===== src/rtl/logic_pkg.sv =====
// Shared constants for the logic-unit issue front end: ctrl encodings,
// MIPS opcode/funct values and the issue FSM state type.
package logic_pkg;

    localparam logic [3:0] LU_AND   = 4'b1000;
    localparam logic [3:0] LU_OR    = 4'b1110;
    localparam logic [3:0] LU_XOR   = 4'b0110;
    localparam logic [3:0] LU_NOR   = 4'b0001;
    localparam logic [3:0] LU_PASSA = 4'b1010;
    localparam logic [3:0] LU_NOP   = 4'b0000;

    localparam logic [5:0] OP_RTYPE = 6'h00;
    localparam logic [5:0] OP_ANDI  = 6'h0C;
    localparam logic [5:0] OP_ORI   = 6'h0D;
    localparam logic [5:0] OP_XORI  = 6'h0E;
    localparam logic [5:0] OP_LUI   = 6'h0F;

    localparam logic [5:0] FN_AND   = 6'h24;
    localparam logic [5:0] FN_OR    = 6'h25;
    localparam logic [5:0] FN_XOR   = 6'h26;
    localparam logic [5:0] FN_NOR   = 6'h27;

    typedef enum logic [1:0] {
        IDLE = 2'd0,
        EXEC = 2'd1,
        RESP = 2'd2
    } state_t;

endpackage


===== src/rtl/logic_op_decode.sv =====
// Combinational decode of opcode/funct/imm into logic-unit ctrl and operands.
// LUI is decoded only when LOGIC_ISSUE_LUI_EN is defined.
module logic_op_decode
    import logic_pkg::*;
#(
    parameter int WIDTH = 32
) (
    input  logic [5:0]       opcode,
    input  logic [5:0]       funct,
    input  logic [WIDTH-1:0] rs_val,
    input  logic [WIDTH-1:0] rt_val,
    input  logic [15:0]      imm,
    output logic [3:0]       dec_ctrl,
    output logic [WIDTH-1:0] dec_a,
    output logic [WIDTH-1:0] dec_b,
    output logic             dec_illegal
);

    logic [WIDTH-1:0] w_imm_zext;
    assign w_imm_zext = {{(WIDTH-16){1'b0}}, imm};

    always_comb begin
        dec_ctrl    = LU_NOP;
        dec_a       = '0;
        dec_b       = '0;
        dec_illegal = 1'b0;
        case (opcode)
            OP_RTYPE: begin
                dec_a = rs_val;
                dec_b = rt_val;
                case (funct)
                    FN_AND:  dec_ctrl = LU_AND;
                    FN_OR:   dec_ctrl = LU_OR;
                    FN_XOR:  dec_ctrl = LU_XOR;
                    FN_NOR:  dec_ctrl = LU_NOR;
                    default: begin
                        dec_a       = '0;
                        dec_b       = '0;
                        dec_illegal = 1'b1;
                    end
                endcase
            end
            OP_ANDI: begin
                dec_ctrl = LU_AND;
                dec_a    = rs_val;
                dec_b    = w_imm_zext;
            end
            OP_ORI: begin
                dec_ctrl = LU_OR;
                dec_a    = rs_val;
                dec_b    = w_imm_zext;
            end
            OP_XORI: begin
                dec_ctrl = LU_XOR;
                dec_a    = rs_val;
                dec_b    = w_imm_zext;
            end
`ifdef LOGIC_ISSUE_LUI_EN
            // LUI rides the pass-A path so the logic unit returns imm<<16 unchanged.
            OP_LUI: begin
                dec_ctrl = LU_PASSA;
                dec_a    = {imm, {(WIDTH-16){1'b0}}};
            end
`else
            OP_LUI: dec_illegal = 1'b1;
`endif
            default: dec_illegal = 1'b1;
        endcase
    end

endmodule


===== src/rtl/logic_issue_ctrl.sv =====
// Issue front end for the 32-bit logic unit: decode, registered drive, result capture.
// Build option: LOGIC_ISSUE_LUI_EN enables LUI decode (handled in logic_op_decode).
module logic_issue_ctrl
    import logic_pkg::*;
#(
    parameter int WIDTH = 32,
    parameter int CNT_W = 16
) (
    input  logic             clk,
    input  logic             rst_n,
    input  logic             in_valid,
    output logic             in_ready,
    input  logic [5:0]       opcode,
    input  logic [5:0]       funct,
    input  logic [WIDTH-1:0] rs_val,
    input  logic [WIDTH-1:0] rt_val,
    input  logic [15:0]      imm,
    output logic [3:0]       lu_ctrl,
    output logic [WIDTH-1:0] lu_a,
    output logic [WIDTH-1:0] lu_b,
    input  logic [WIDTH-1:0] lu_dout,
    output logic             out_valid,
    input  logic             out_ready,
    output logic [WIDTH-1:0] out_data,
    output logic             out_illegal,
    output logic [CNT_W-1:0] op_count
);

    state_t           r_state;
    state_t           w_state_next;
    logic [3:0]       r_lu_ctrl;
    logic [WIDTH-1:0] r_lu_a;
    logic [WIDTH-1:0] r_lu_b;
    logic             r_lu_illegal;
    logic             r_out_valid;
    logic [WIDTH-1:0] r_out_data;
    logic             r_out_illegal;
    logic [CNT_W-1:0] r_op_count;

    logic [3:0]       w_dec_ctrl;
    logic [WIDTH-1:0] w_dec_a;
    logic [WIDTH-1:0] w_dec_b;
    logic             w_dec_illegal;

    logic_op_decode #(.WIDTH(WIDTH)) u_decode (
        .opcode      (opcode),
        .funct       (funct),
        .rs_val      (rs_val),
        .rt_val      (rt_val),
        .imm         (imm),
        .dec_ctrl    (w_dec_ctrl),
        .dec_a       (w_dec_a),
        .dec_b       (w_dec_b),
        .dec_illegal (w_dec_illegal)
    );

    always_comb begin
        w_state_next = r_state;
        case (r_state)
            IDLE:    if (in_valid) w_state_next = EXEC;
            EXEC:    w_state_next = RESP;
            RESP:    if (out_ready) w_state_next = IDLE;
            default: w_state_next = IDLE;
        endcase
    end

    always_ff @(posedge clk) begin
        if (!rst_n) begin
            r_state       <= IDLE;
            r_lu_ctrl     <= LU_NOP;
            r_lu_a        <= '0;
            r_lu_b        <= '0;
            r_lu_illegal  <= 1'b0;
            r_out_valid   <= 1'b0;
            r_out_data    <= '0;
            r_out_illegal <= 1'b0;
            r_op_count    <= '0;
        end else begin
            r_state <= w_state_next;
            case (r_state)
                IDLE: begin
                    if (in_valid) begin
                        r_lu_ctrl    <= w_dec_ctrl;
                        r_lu_a       <= w_dec_a;
                        r_lu_b       <= w_dec_b;
                        r_lu_illegal <= w_dec_illegal;
                    end
                end
                EXEC: begin
                    r_out_data    <= lu_dout;
                    r_out_illegal <= r_lu_illegal;
                    r_out_valid   <= 1'b1;
                end
                RESP: begin
                    // Count only on the consumer handshake so a stalled result is counted once.
                    if (out_ready) begin
                        r_out_valid <= 1'b0;
                        if (!r_out_illegal && (r_op_count != {CNT_W{1'b1}}))
                            r_op_count <= r_op_count + CNT_W'(1);
                    end
                end
                default: ;
            endcase
        end
    end

    assign in_ready    = (r_state == IDLE);
    assign lu_ctrl     = r_lu_ctrl;
    assign lu_a        = r_lu_a;
    assign lu_b        = r_lu_b;
    assign out_valid   = r_out_valid;
    assign out_data    = r_out_data;
    assign out_illegal = r_out_illegal;
    assign op_count    = r_op_count;

endmodule


===== config.mk =====
export PLATFORM = sky130hd
export DESIGN_NAME = logic_issue_ctrl
export DESIGN_NICKNAME = d
export VERILOG_FILES = /design/src/rtl/logic_pkg.sv /design/src/rtl/logic_op_decode.sv /design/src/rtl/logic_issue_ctrl.sv
export SDC_FILE = /design/constraint.sdc
export NUM_CORES = 1
export LEC_CHECK = 0
export ABC_AREA = 1
export BUFFER_PORTS_ARGS = -buffer_cell sky130_fd_sc_hd__buf_4
export CORE_ASPECT_RATIO = 1.1
export CORE_MARGIN = 2
export CORE_UTILIZATION = 47
export CTS_CLUSTER_SIZE = 14
export DETAILED_ROUTE_END_ITERATION = 7
export HOLD_SLACK_MARGIN = 0.12
export PLACE_DENSITY = 0.86
export SLEW_MARGIN = 5
export SYNTH_ARGS = -nofsm -noshare
export SYNTH_HDL_FRONTEND = slang
export SYNTH_SLANG_ARGS = --single-unit
export TNS_END_PERCENT = 100

===== constraint.sdc =====
create_clock -name clk -period 1.7 [get_ports clk]
set_input_delay 0.085 -clock clk [delete_from_list [all_inputs] [get_ports clk]]
set_output_delay 0.085 -clock clk [all_outputs]
set_load 0.02 [all_outputs]

=== After elaboration in Yosys (flattened, before gate mapping) ===
Index checks and enable logic that the tools add are counted.

* Bits in registers: 121
* Input bits: 128
* Output and inout port bits: 119

* $add $sub $neg: 1
* Equality and inequality tests: 12
* Muxes and demuxes: 13
* Reductions and logical operators: 11

{| class="wikitable"
|+ Operator list
! operator !! number
|-
| one-hot mux 32 bit (2 select lines) || 2
|-
| two-way mux 32 bit || 2
|-
| one-hot mux 4 bit (4 select lines) || 2
|-
| == test 6 bit, second input constant || 4
|-
| == test 6 x 4 -> 1 bit, second input constant || 3
|-
| adder 16 x 1 -> 16 bit, second input constant || 1
|-
| != test 16 bit, second input constant || 1
|-
| logical NOT 6 bit || 1
|-
| one-hot mux 2 bit (3 select lines) || 1
|-
| AND reduction 2 bit || 3
|-
| two-way mux 2 bit || 2
|-
| != test 2 bit, second input constant || 2
|-
| one-hot mux 1 bit (2 select lines) || 2
|-
| OR reduction 4 bit || 1
|-
| AND reduction 3 bit || 1
|-
| OR reduction 3 bit || 1
|-
| == test 2 x 1 -> 1 bit, second input constant || 1
|-
| == test 2 bit, second input constant || 1
|-
| logical NOT 2 bit || 1
|-
| two-way mux 1 bit || 2
|-
| nonzero test 2 bit || 1
|-
| logical AND 1 bit || 1
|-
| logical NOT 1 bit || 1
|}

=== Logic depth before layout (Yosys ltp) ===
Gate-level depths: netlist (run 1).

* Depth after elaboration: 4
* Mapped depth: 10
* Depth with buffers taken out: 9

=== By module ===
A second synthesis (run 1) with hierarchy kept.

* Cell total of the unflattened synthesis: 849
* Area total of the unflattened synthesis: 5751.8 sq um

{| class="wikitable"
|+ Modules (own cells, without submodules)
! module !! times used !! cells each !! area each (sq um) !! seq. area each (sq um)
|-
| logic_issue_ctrl || 1 || 611 || 4578.1 || 2422.3
|-
| logic_op_decode || 1 || 238 || 1173.6 || 0.0
|}

=== Worst setup path before layout (run 1) ===
OpenSTA, ideal clock, no wires.

* Path kind: reg-to-reg
* From: register r_op_count[0] (netlist: op_count[0])
* To: register r_op_count[2] (netlist: op_count[2])
* Setup time: 0.115 ns
* Data arrival time: 1.544 ns
* Slack: 0.041 ns
* Cell stages (with the launch flop): 10
* Buffers on the path: 1
* Path through: dfxtp_1 ha_1 inv_1 nor2_4 nand3_2 nand2_1 nand2_4 buf_6 a21oi_1 nor2_1

* Word-level cells in the longest chain between the ends: 3

{| class="wikitable"
|+ Ends and longest elaborated chain
! item !! line !! source
|-
| start, declared || logic_issue_ctrl.sv:38 || <nowiki>logic [CNT_W-1:0] r_op_count;</nowiki>
|-
| start signal, assigned || logic_issue_ctrl.sv:99 || <nowiki>r_op_count <= r_op_count + CNT_W'(1);</nowiki>
|-
| branches (longest 3 deep; another with adder 16 x 1 -> 16 bit) || n/a ||
|}

Parallel ways; which one is timed is not known.
A chain may end at the register's enable or synchronous reset.

=== Final worst setup path (run 1) ===
* From: register r_op_count[1] (netlist: op_count[1])
* To: register r_op_count[6] (netlist: op_count[6])

Same word-level chain as after synthesis.

==> summary by stage, run 1 <==
Outcome
The flow ran to the end, and the final reports show no timing, DRC or antenna violations.

Drt
Wires add up to 21200 um. In the routed layout, each cell is associated on average with a via count of 5.21. In the final routed layout, each cell accounts on average for 16.4 um.

The number of vias in the routed layout is 6757. The first detailed-routing pass ran for 5 iterations. In the routed design, unresolved DRC markers number 0.

The DRC marker count from the first detailed-route iteration is 417. The post-route antenna net violation count is 0.

Yosys
Sequential cells were found to cover 45.1% of the synthesized design area. The most common cell in the synthesized netlist is sky130_fd_sc_hd__nand2_1. The cell count after synthesis came out at 785.

In the synthesized netlist the async set-or-reset flop fraction comes to 0%. Synthesis instantiated 27 different standard cells from the library. The total nets after synthesis is 914. By count the netlist is led by sky130_fd_sc_hd__nand2_1, sky130_fd_sc_hd__nor2_1, sky130_fd_sc_hd__dfxtp_1.

In this run the cell area of the synthesized design comes to 5330 um2. Dividing the synthesized area by the synthesized cell count gives 6.79 um2. In the post-synthesis netlist, the biggest area contributors are sky130_fd_sc_hd__dfxtp_1, sky130_fd_sc_hd__nand2_1, sky130_fd_sc_hd__nor2_1. The biggest area contributor in the post-synthesis netlist is sky130_fd_sc_hd__dfxtp_1. Of the post-synthesis cell area, the dominant cell type holds 45.1%. For this run, the number of Yosys warnings is 0. The count of flip-flops with a built-in enable after synthesis is 0. The register bit total from synthesis is 120. The primary flip-flop cell chosen by synthesis mapping is sky130_fd_sc_hd__dfxtp_1.

Floorplan
The floorplan has 40 rows. The floorplan step set the die height to 116 um. The die footprint is 12200 um2. The total I/O pin count is 247.

The initial core utilization is 48.4%. In this run the standard cell core region covers 11000 um2. The die boundary width is 106 um.

Placement
The worst-case setup slack after placement is 100 ps. The placed instances occupy a cell area of 7240 um2. At the end of routability-driven placement, the weighted congestion stood at 0.828. In this run, placement finished with an instance count of 1149. Detailed placement finished with a half-perimeter wire length of 10700 um.

The number of input and output port buffers inserted is 246.

GRT
The overall fraction of global-route tracks in use is 34.2%. The total congestion overflow is 0. The via count of the first global-routing pass was 6900. The largest net degree at the start of global routing is 84. The initial antenna violation count is 0.

The global-route wire length before repair is 33000 um. The met1 track demand over resource is 35.9%. Global routing used 9.11% of the available met3 tracks. In the global route stage, met2 resource usage came out at 59.7%. met2 is the most crowded layer.

Clock network
The number of clock buffers added by TritonCTS is 17. The tree is rooted in a sky130_fd_sc_hd__clkbuf_16. Buffers added to address setup during post-CTS repair amount to 0. For the worst-skew pair, the clock arrives at the later sink with an insertion delay of 410 ps. For this design, the sink count on the clock tree is 120. Clock-pin slew was measured on the worst setup and hold paths at 50 ps. The CTS tree is done.

The longest clock path from root to sink contains 2 buffers. The clock tree synthesis step divided the H-tree into 4 levels.

Power and ir drop
The fraction of power spent switching nets is 24.8%. The analysis attributes to cell leakage a power of 4.49 nW. For this design the total switching power over the nets is 2.11 mW. The portion of total power attributed to the clock network is 48.4%. The maximum resistive drop on vdd is 0.000714 V. The combinational power share is 16.1%.

For this design the ratio of total power to cell area is 938 nW/um2. The internal power component is 6.42 mW. Sequential cells burn 35.6% of the power.

STA
The total count of hold-check failures in the final report is 0. The post-route minimum period is 1560 ps. The max-slew violation count came to 0. Between clock sinks in the finished design, the worst skew comes to 8.55 ps. The worst-margin pin slew is 641 ps.

Setup slack closes at 138 ps. The maximum clock frequency is 640 MHz. Setup repair after global routing left no endpoint under its margin. Summed over all failing endpoints, the final setup total negative slack is 0 ps. Headroom to the max-slew limit came out at 57.2%. The final critical path takes up 91.9% of the cycle. The number of endpoints failing setup at the final stage is 0.

Final layout
The post-route non-filler standard cell count is 1298. The fraction of layout cells with a size suffix above 1 is 27.9%. The cell area after layout is 9090 um2. Compared with the post-synthesis result, the final layout area differs by 70.7%.

The layout net count is 1267.

Run
Across the run, the number of max-cap violations was 0.

Critical path
The worst register-to-register path has a setup slack of 140 ps. The data required time at the worst endpoint is 2030 ps. The maximum fanout along the worst path is 12. By startpoint and endpoint, the worst setup path is classified as flip-flop to flip-flop. STA classifies the critical path endpoint as a flip-flop.

The worst setup path is launched from a flip-flop. The arrival time at the worst endpoint is 1890 ps.

Min path
The tightest min-delay check is of the primary input to flip-flop type.
[worst paths after layout]
check	start	cells after the start	to
worst max-delay path	op_count[1]	8	op_count[6]
worst min-delay path	opcode[4]	6	lu_ctrl[0]
worst max register to register	op_count[1]	8	op_count[6]
worst min register to register	lu_b[3]	2	lu_b[3]
[critical path: stages, from the launching register on]
cell                      delay [ps]
sky130_fd_sc_hd__dfxtp_2         370
sky130_fd_sc_hd__ha_2            230
sky130_fd_sc_hd__inv_1            80
sky130_fd_sc_hd__nor2_4          170
sky130_fd_sc_hd__nand3_2         120
sky130_fd_sc_hd__o21ai_2         120
sky130_fd_sc_hd__buf_4           200
sky130_fd_sc_hd__nand2_1          70
sky130_fd_sc_hd__a21oi_1         130
[state kept, by name, indices dropped and copies added, names as in the netlist, 2 cells and up]
signal	flops
lu_a	32
lu_b	32
lu_ctrl	3
op_count	16
out_data	32
r_state	2
[cell usage in the layout (no fill, tap or decap), types with 3 or more instances in the layout]
master / synthesis / final
sky130_fd_sc_hd__a21oi_1: 47 / 47
sky130_fd_sc_hd__a21oi_2: 5 / 5
sky130_fd_sc_hd__buf_4: 6 / 257
sky130_fd_sc_hd__bufinv_16: 0 / 6
sky130_fd_sc_hd__clkbuf_16: 0 / 17
sky130_fd_sc_hd__dfxtp_1: 120 / 119
sky130_fd_sc_hd__dlygate4sd3_1: 0 / 117
sky130_fd_sc_hd__inv_1: 52 / 52
sky130_fd_sc_hd__inv_2: 4 / 4
sky130_fd_sc_hd__nand2_1: 260 / 260
sky130_fd_sc_hd__nand2_2: 5 / 5
sky130_fd_sc_hd__nand3_1: 24 / 24
sky130_fd_sc_hd__nand3_2: 3 / 3
sky130_fd_sc_hd__nand4_1: 7 / 7
sky130_fd_sc_hd__nor2_1: 156 / 156
sky130_fd_sc_hd__nor2_2: 3 / 3
sky130_fd_sc_hd__nor2_4: 3 / 3
sky130_fd_sc_hd__o21ai_0: 40 / 39
sky130_fd_sc_hd__xnor2_1: 3 / 3
[kinds of logic after synthesis]
kind of cell	Yosys count	share of synthesized area (%)
flip-flops	120	45.1
buffers and inverters	98	8.43
adder cells (fa/ha/maj)	1	0.235
AO/OA/AOI/OAI	93	9.16
AND/OR/NAND/NOR	468	36.3
XOR/XNOR	5	0.822
[cell type report]
type	instances	area [um2]
multi-input cells	567	2480
diodes	1	2.50
repair buffers	376	3140
inverters	56	210
clock buffers	19	453
clock inverters	12	223
flip-flops and latches	120	2400
well taps	147	184
fillers	642	1920
[power groups by stage]
stage	Clock [mW]	Combinational, mW	Sequential (mW)
global route	4.29	1.46	3.04
detailed placement	0	1.09	3.08
floorplan	0	0.410	3.23
global placement	0	1.08	3.07
CTS	4.13	1.30	3.02
finish	4.13	1.37	3.03
[per-stage QoR]
stage | util (%) | hold WS, ps | power [mW]
4_1_cts | 82.5 | 146 | 8.45
2_1_floorplan | - | 220 | 3.64
5_1_grt | 82.6 | 188 | 8.79
3_3_place_gp | 65.8 | 307 | 4.15
6_report | 82.6 | 164 | 8.53
3_5_place_dp | 65.8 | 311 | 4.17
[routing by layer]
layer	wire length, um	vias up
li1	-	3136
met1	7650	3108
met2	10500	379
met3	1500	134
met4	1550	0
met5	0	-
[what timing repair did]
item / CTS / global route
endpoints found under the hold margin: 102 / 0
hold buffers: 117 / 0
endpoints found under the setup margin: 0 / 15
gates resized for setup: 0 / 3
No activity file was read; power rests on OpenSTA's default activity.
==> run 2: changes to the inputs <==
--- a/config.mk
+++ b/config.mk
@@ -13,6 +13,7 @@
 export CTS_CLUSTER_SIZE = 14
 export DETAILED_ROUTE_END_ITERATION = 7
 export HOLD_SLACK_MARGIN = 0.12
+export MAX_ROUTING_LAYER = met4
 export PLACE_DENSITY = 0.86
 export SLEW_MARGIN = 5
 export SYNTH_ARGS = -nofsm -noshare
==> summary by stage, run 2 (synthesized netlist as in run 1, its figures left out) <==
Final layout
The commonest non-fill, non-tap cell in the layout is sky130_fd_sc_hd__nand2_1. The footprint of the multi-input gates is 2480 um2. Compared with the post-synthesis result, the final layout area differs by 70.7%. In the final layout, flip-flops and latches occupy 2400 um2.

The final layout contains 1267 nets. Fill cells in the final layout number 642. Cells with a size suffix above 1 make up 27.9% of the layout. The library cells used most frequently in the layout, excluding fill and tap cells, are sky130_fd_sc_hd__nand2_1, sky130_fd_sc_hd__buf_4, sky130_fd_sc_hd__nor2_1.

GRT
Global routing used 35.3% of the available tracks across all layers. The initial antenna violation count was 0. The global-route wire length before repair is 33000 um. The via count of the first global-routing pass is 6893. The total congestion overflow is 0.

The largest net degree at the start of global routing is 84.

STA
For this run, the top clock speed supported by timing is 642 MHz. The number of endpoints failing setup at the final stage is 0. Setup repair after global routing left no endpoint under its margin.

After layout, the worst path uses 91.7% of the clock period. The worst max-slew margin expressed relative to the limit is 56.0%. The aggregate negative setup slack is 0 ps. The total count of hold-check failures in the final report is 0. For the finished layout, the period the worst path requires is 1560 ps. The worst clock skew is 8.38 ps. At the pin with the least slew margin, the transition time is 659 ps. The max-slew violation count is 0. Across all hold checks on the routed design, the worst slack comes to 165 ps.

Critical path
The critical path goes through ha_2 > inv_1 > nor2_4 > nand3_2 > o21ai_2 > buf_4 > nand2_1 > a21oi_1. The critical-path cell with the highest stage delay is sky130_fd_sc_hd__dfxtp_2. At the worst endpoint, the arrival time is 1880 ps. The critical path is of the flip-flop to flip-flop type. STA classifies the critical path startpoint as a flip-flop.

The maximum fanout along the worst path is 12. The category of the worst setup path capture point is a flip-flop. STA puts the critical path data required time at 2030 ps. On the worst path, the slowest cell contributes a delay of 370 ps.

Placement
Detailed placement ended at an HPWL of 10700 um. During placement, the flow inserted port buffers numbering 246. At the end of routability-driven placement, the weighted congestion stood at 0.841.

Power and ir drop
Dividing total power by cell area gives a power density of 938 nW/um2. The analysis attributes to cell leakage a power of 4.49 nW. VDD sags by at most 0.000716 V.

Drt
In the routed design, unresolved DRC markers number 0. The via count normalized by instance count is 5.18. The detailed router finished its first iteration with 442 violations.

The final routed wirelength across all metal layers is 21300 um. The number of vias in the routed layout is 6730. After detailed routing, the average wire length per cell comes to 16.4 um.

Before antenna repair, the detailed router went through 6 iterations. The post-route antenna net violation count is 0.

Clock network
The number of buffers on the longest clock path is 2. The number of post-CTS setup repair buffers is 0. The number of buffers created by CTS is 17. The clock reaches the later pin of the worst-skew pair after 400 ps. Clock tree synthesis found a total of 120 sinks. The H-tree depth reported by CTS is 4. The buffer type at the clock tree root is sky130_fd_sc_hd__clkbuf_16. The clock-pin transition on the worst setup and hold timing paths is 50 ps. TritonCTS built the clock tree.

Floorplan
The die footprint is 12200 um2. 247 I/O pins were placed. The initial core utilization is 48.4%.

After floorplanning, the core was sized to cover 11000 um2. Measured along the x axis, the die boundary spans 106 um. The row count is 40. The floorplan step set the die height to 116 um.

Outcome
The flow ran to the end, and the final reports show no timing, DRC or antenna violations.

Min path
The worst hold path belongs to the class primary input to flip-flop.

Run
The tool flagged a number of max-cap violations equal to 0.
==> run 2: cell counts in the layout (fill, tap and decap cells not counted) <==
No cell type changed its count.
==> run 2: final cells by class <==
cell class,count,share of cell area [%]
repair buffers,376,34.5
inverters,56,2.31
flip-flops and latches,120,26.4
clock buffers,19,4.98
diodes,1,0.0275
clock inverters,12,2.45
multi-input cells,567,27.3
well taps,147,2.02
==> run 2: what timing repair did <==
item                                    4_1_cts  5_1_grt
endpoints found under the setup margin        0       15
gates resized for setup                       0        3
hold buffers                                117        0
endpoints found under the hold margin       102        0
==> run 2: final timing paths <==
kind                             startpoint           to  slack [ps]  cells past startpoint
worst min-delay path              opcode[4]   lu_ctrl[0]         160                      6
worst max-delay path            op_count[1]  op_count[6]         140                      8
worst max register to register  op_count[1]  op_count[6]         140                      8
worst min register to register     lu_b[10]     lu_b[10]         460                      2
==> run 2: power breakdown <==
group / switching (mW) / internal, mW / total, mW
clock network: 1.31 / 2.82 / 4.13
logic: 0.722 / 0.649 / 1.37
registers: 0.0834 / 2.95 / 3.03
==> run 2: through the flow <==
stage                     setup WS [ps]  instances  power [mW]  util, %  area (um2)
after floorplan                    40.8        785        3.64        -        5330
after global routing               13.0       1297        8.79     82.6        9090
after CTS                          11.7       1297        8.45     82.5        9090
final                               142       1298        8.53     82.6        9090
after detailed placement            100       1149        4.17     65.8        7240
after global placement              164       1149        4.15     65.8        7240
==> run 2: layer usage <==
metal / up-vias / track usage, % / wire length [um]
met5: - / - / 0
met1: 3076 / 36.9 / 7710
met4: 0 / 23.8 / 1480
met2: 384 / 60.0 / 10600
met3: 133 / 7.82 / 1470
li1: 3137 / - / -
==> run 2: worst max-delay path: cells and delay by family, from the launching register on <==
family                   cells  cell delay [ps]
adder cells (fa/ha/maj)      1              230
AND/OR/NAND/NOR              3              360
AO/OA/AOI/OAI                2              250
flip-flops                   1              370
buffers and inverters        2              280
==> run 3: changes to the inputs <==
--- a/config.mk
+++ b/config.mk
@@ -9,12 +9,12 @@
 export BUFFER_PORTS_ARGS = -buffer_cell sky130_fd_sc_hd__buf_4
 export CORE_ASPECT_RATIO = 1.1
 export CORE_MARGIN = 2
-export CORE_UTILIZATION = 47
+export CORE_UTILIZATION = 51
 export CTS_CLUSTER_SIZE = 14
 export DETAILED_ROUTE_END_ITERATION = 7
 export HOLD_SLACK_MARGIN = 0.12
 export MAX_ROUTING_LAYER = met4
-export PLACE_DENSITY = 0.86
+export PLACE_DENSITY = 0.92
 export SLEW_MARGIN = 5
 export SYNTH_ARGS = -nofsm -noshare
 export SYNTH_HDL_FRONTEND = slang
==> constraint.sdc (replaced) <==
create_clock -name clk -period 1.82 [get_ports clk]
set_input_delay 0.091 -clock clk [delete_from_list [all_inputs] [get_ports clk]]
set_output_delay 0.091 -clock clk [all_outputs]
set_load 0.02 [all_outputs]
==> summary by stage, run 3 (synthesized netlist as in run 1, its figures left out) <==
STA
The worst path meets setup with 12.6 ps of slack. Based on the critical path, the design can be clocked at up to 553 MHz. The hold slack is 150 ps. The number of endpoints failing setup at the final stage is 0.

The worst clock skew is 6.90 ps. Of the available clock period, the critical path in the final layout requires 99.3%. The max-slew violation count is 0.

The worst max-slew margin expressed relative to the limit is 72.6%. The total count of hold-check failures in the final report is 0. The routed design could run at a clock period as short as 1810 ps. For the pin with the worst max-slew slack, the measured transition is 410 ps. Setup repair after global routing could not meet its margin everywhere.

Floorplan
The initial core utilization is 51.7%. The die height is 111 um. The standard cell core area is 10300 um2.

The floorplan has 39 rows. The die footprint is 11300 um2. The total I/O pin count is 247. The die boundary width is 101 um.

Drt
The residual DRC count is 0. For this block, the initial DRC count from the detailed router was 560. The count of TritonRoute iterations in the first routing pass is 6. The via count normalized by instance count is 5.47. The post-route antenna net violation count is 0. The average routed wire per standard cell is 18.5 um. The final routed wirelength across all metal layers is 24000 um. Detailed routing inserted a total of 7091 vias.

Placement
Summing all placed instances gives a cell area of 7220 um2. The final weighted congestion in routability-driven placement is 0.864. The number of input and output port buffers inserted is 246. The worst-case setup slack after placement is 163 ps. Summed over all nets, the half-perimeter wirelength after detailed placement is 10700 um.

Final layout
Fill cells in the final layout number 508. At the end of the flow, the number of nets in the layout was 1268. In the layout the commonest cells are sky130_fd_sc_hd__nand2_1, sky130_fd_sc_hd__buf_4, sky130_fd_sc_hd__nor2_1. Leaving out fill and tap cells, the most frequent cell in the layout is sky130_fd_sc_hd__nand2_1.

The area growth from synthesis to layout is 69.6%. The share of the core filled with cells is 87.8%. Of the cells placed in the final design, the portion with a size suffix greater than 1 is 27.9%. With fillers left out, the area of the finished cells amounts to 9040 um2.

Clock network
The buffer type at the clock tree root is sky130_fd_sc_hd__clkbuf_16. The number of buffers on the longest clock path is 2. The later pin in the worst-skew pair is clocked with a latency of 410 ps. The H-tree was split into 4 levels.

The number of clock sinks seen by CTS is 120. TritonCTS built the clock tree. Clock-pin slew was measured on the worst setup and hold paths at 60 ps. The number of buffers created by CTS is 17.

Critical path
The endpoint identified for the worst register-to-register timing path is lu_a[7]. The arrival time at the worst endpoint is 2150 ps. Of all nets on the critical path, the largest fanout is 83. The data required time at the worst endpoint is 2160 ps.

The critical path is of the flip-flop to flip-flop type. The startpoint of the lowest-slack register-to-register path is r_state[1]. The launching element type of the critical path is a flip-flop.

The depth of the worst register-to-register path is 8. STA classifies the critical path endpoint as a flip-flop. The worst register-to-register path has a setup slack of 10 ps.

GRT
The first global-routing pass estimated 37200 um of wire. The overall fraction of global-route tracks in use is 43.9%. The initial antenna violation count is 3.

The via count of the first global-routing pass is 7285. The largest net degree at the start of global routing is 84. The total congestion overflow is 0.

Min path
The worst hold path passes through 4 cells. For hold timing, the worst endpoint is lu_b[8]. The startpoint of the lowest-slack hold path is in_valid. The min-delay analysis places its worst path in the category primary input to flip-flop.

Outcome
The flow ran to the end, and the final reports show no timing, DRC or antenna violations.

Power and ir drop
The total power after layout is 7.50 mW. The maximum resistive drop on vdd is 0.000812 V. Power spread over the standard cell area amounts to 830 nW/um2. Summed over all cells, the static leakage comes to 4.45 nW.

Run
The number of max-capacitance violations reported is 0.
## run 3: area by class of cell
| cell class | count | area (um2) | share of cell area, % |
|---|---|---|---|
| sequential | 120 | 2400 | 26.6 |
| antenna | 3 | 7.51 | 0.0831 |
| tap | 143 | 179 | 1.98 |
| multi-input combinational | 567 | 2490 | 27.5 |
| clock inverter | 11 | 125 | 1.38 |
| timing repair buffer | 377 | 3160 | 35.0 |
| clock buffer | 20 | 457 | 5.05 |
| inverter | 56 | 215 | 2.38 |
## run 3: worst max path at each step
stage                      startpoint           end  depth (start not counted)  slack (ps)
final                      r_state[1]       lu_a[7]                          8          10
after global routing       r_state[1]       lu_a[7]                          8         -40
after CTS                  r_state[0]  out_data[25]                          6          90
after detailed placement  op_count[0]   op_count[1]                          8         160
after global placement    op_count[0]   op_count[1]                          8         270
after floorplan           op_count[0]   op_count[2]                          9         160
## run 3: routing by layer
layer  track usage (%)  vias up  part of all wire [%]
met1              43.6     3214                    34
met4              34.6        0                   9.3
li1                  -     3144                     -
met2              71.2      520                    49
met5                 -        -                     0
met3              11.9      213                   8.5
## run 3: through the flow
step,setup TNS [ps],instances
6_report,0,1297
5_1_grt,-48.1,1297
4_1_cts,0,1292
3_5_place_dp,0,1143
3_3_place_gp,0,1143
2_1_floorplan,0,785
## run 3: critical path, stage by stage (launching register included)
cell and delay, ps:
sky130_fd_sc_hd__dfxtp_1 380, sky130_fd_sc_hd__nor2_2 180, sky130_fd_sc_hd__nand2_2 200, sky130_fd_sc_hd__inv_2 140, sky130_fd_sc_hd__buf_16 300, sky130_fd_sc_hd__nor2_1 150, sky130_fd_sc_hd__nor2_1 180, sky130_fd_sc_hd__nand2_1 120
sky130_fd_sc_hd__inv_1 90
## run 3: what timing repair did
| item | CTS | global route |
|---|---|---|
| endpoints found under the setup margin | 0 | 4 |
| hold buffers | 118 | 0 |
| resized for setup | 0 | 10 |
| hold endpoints to repair | 103 | 0 |
| setup buffers | 0 | 1 |
## run 3: power breakdown
group          total, mW  internal [mW]  switching (mW)
clock               3.32           2.08            1.25
sequential          2.85           2.75          0.0920
combinational       1.33          0.618           0.715
total               7.50           5.45            2.05
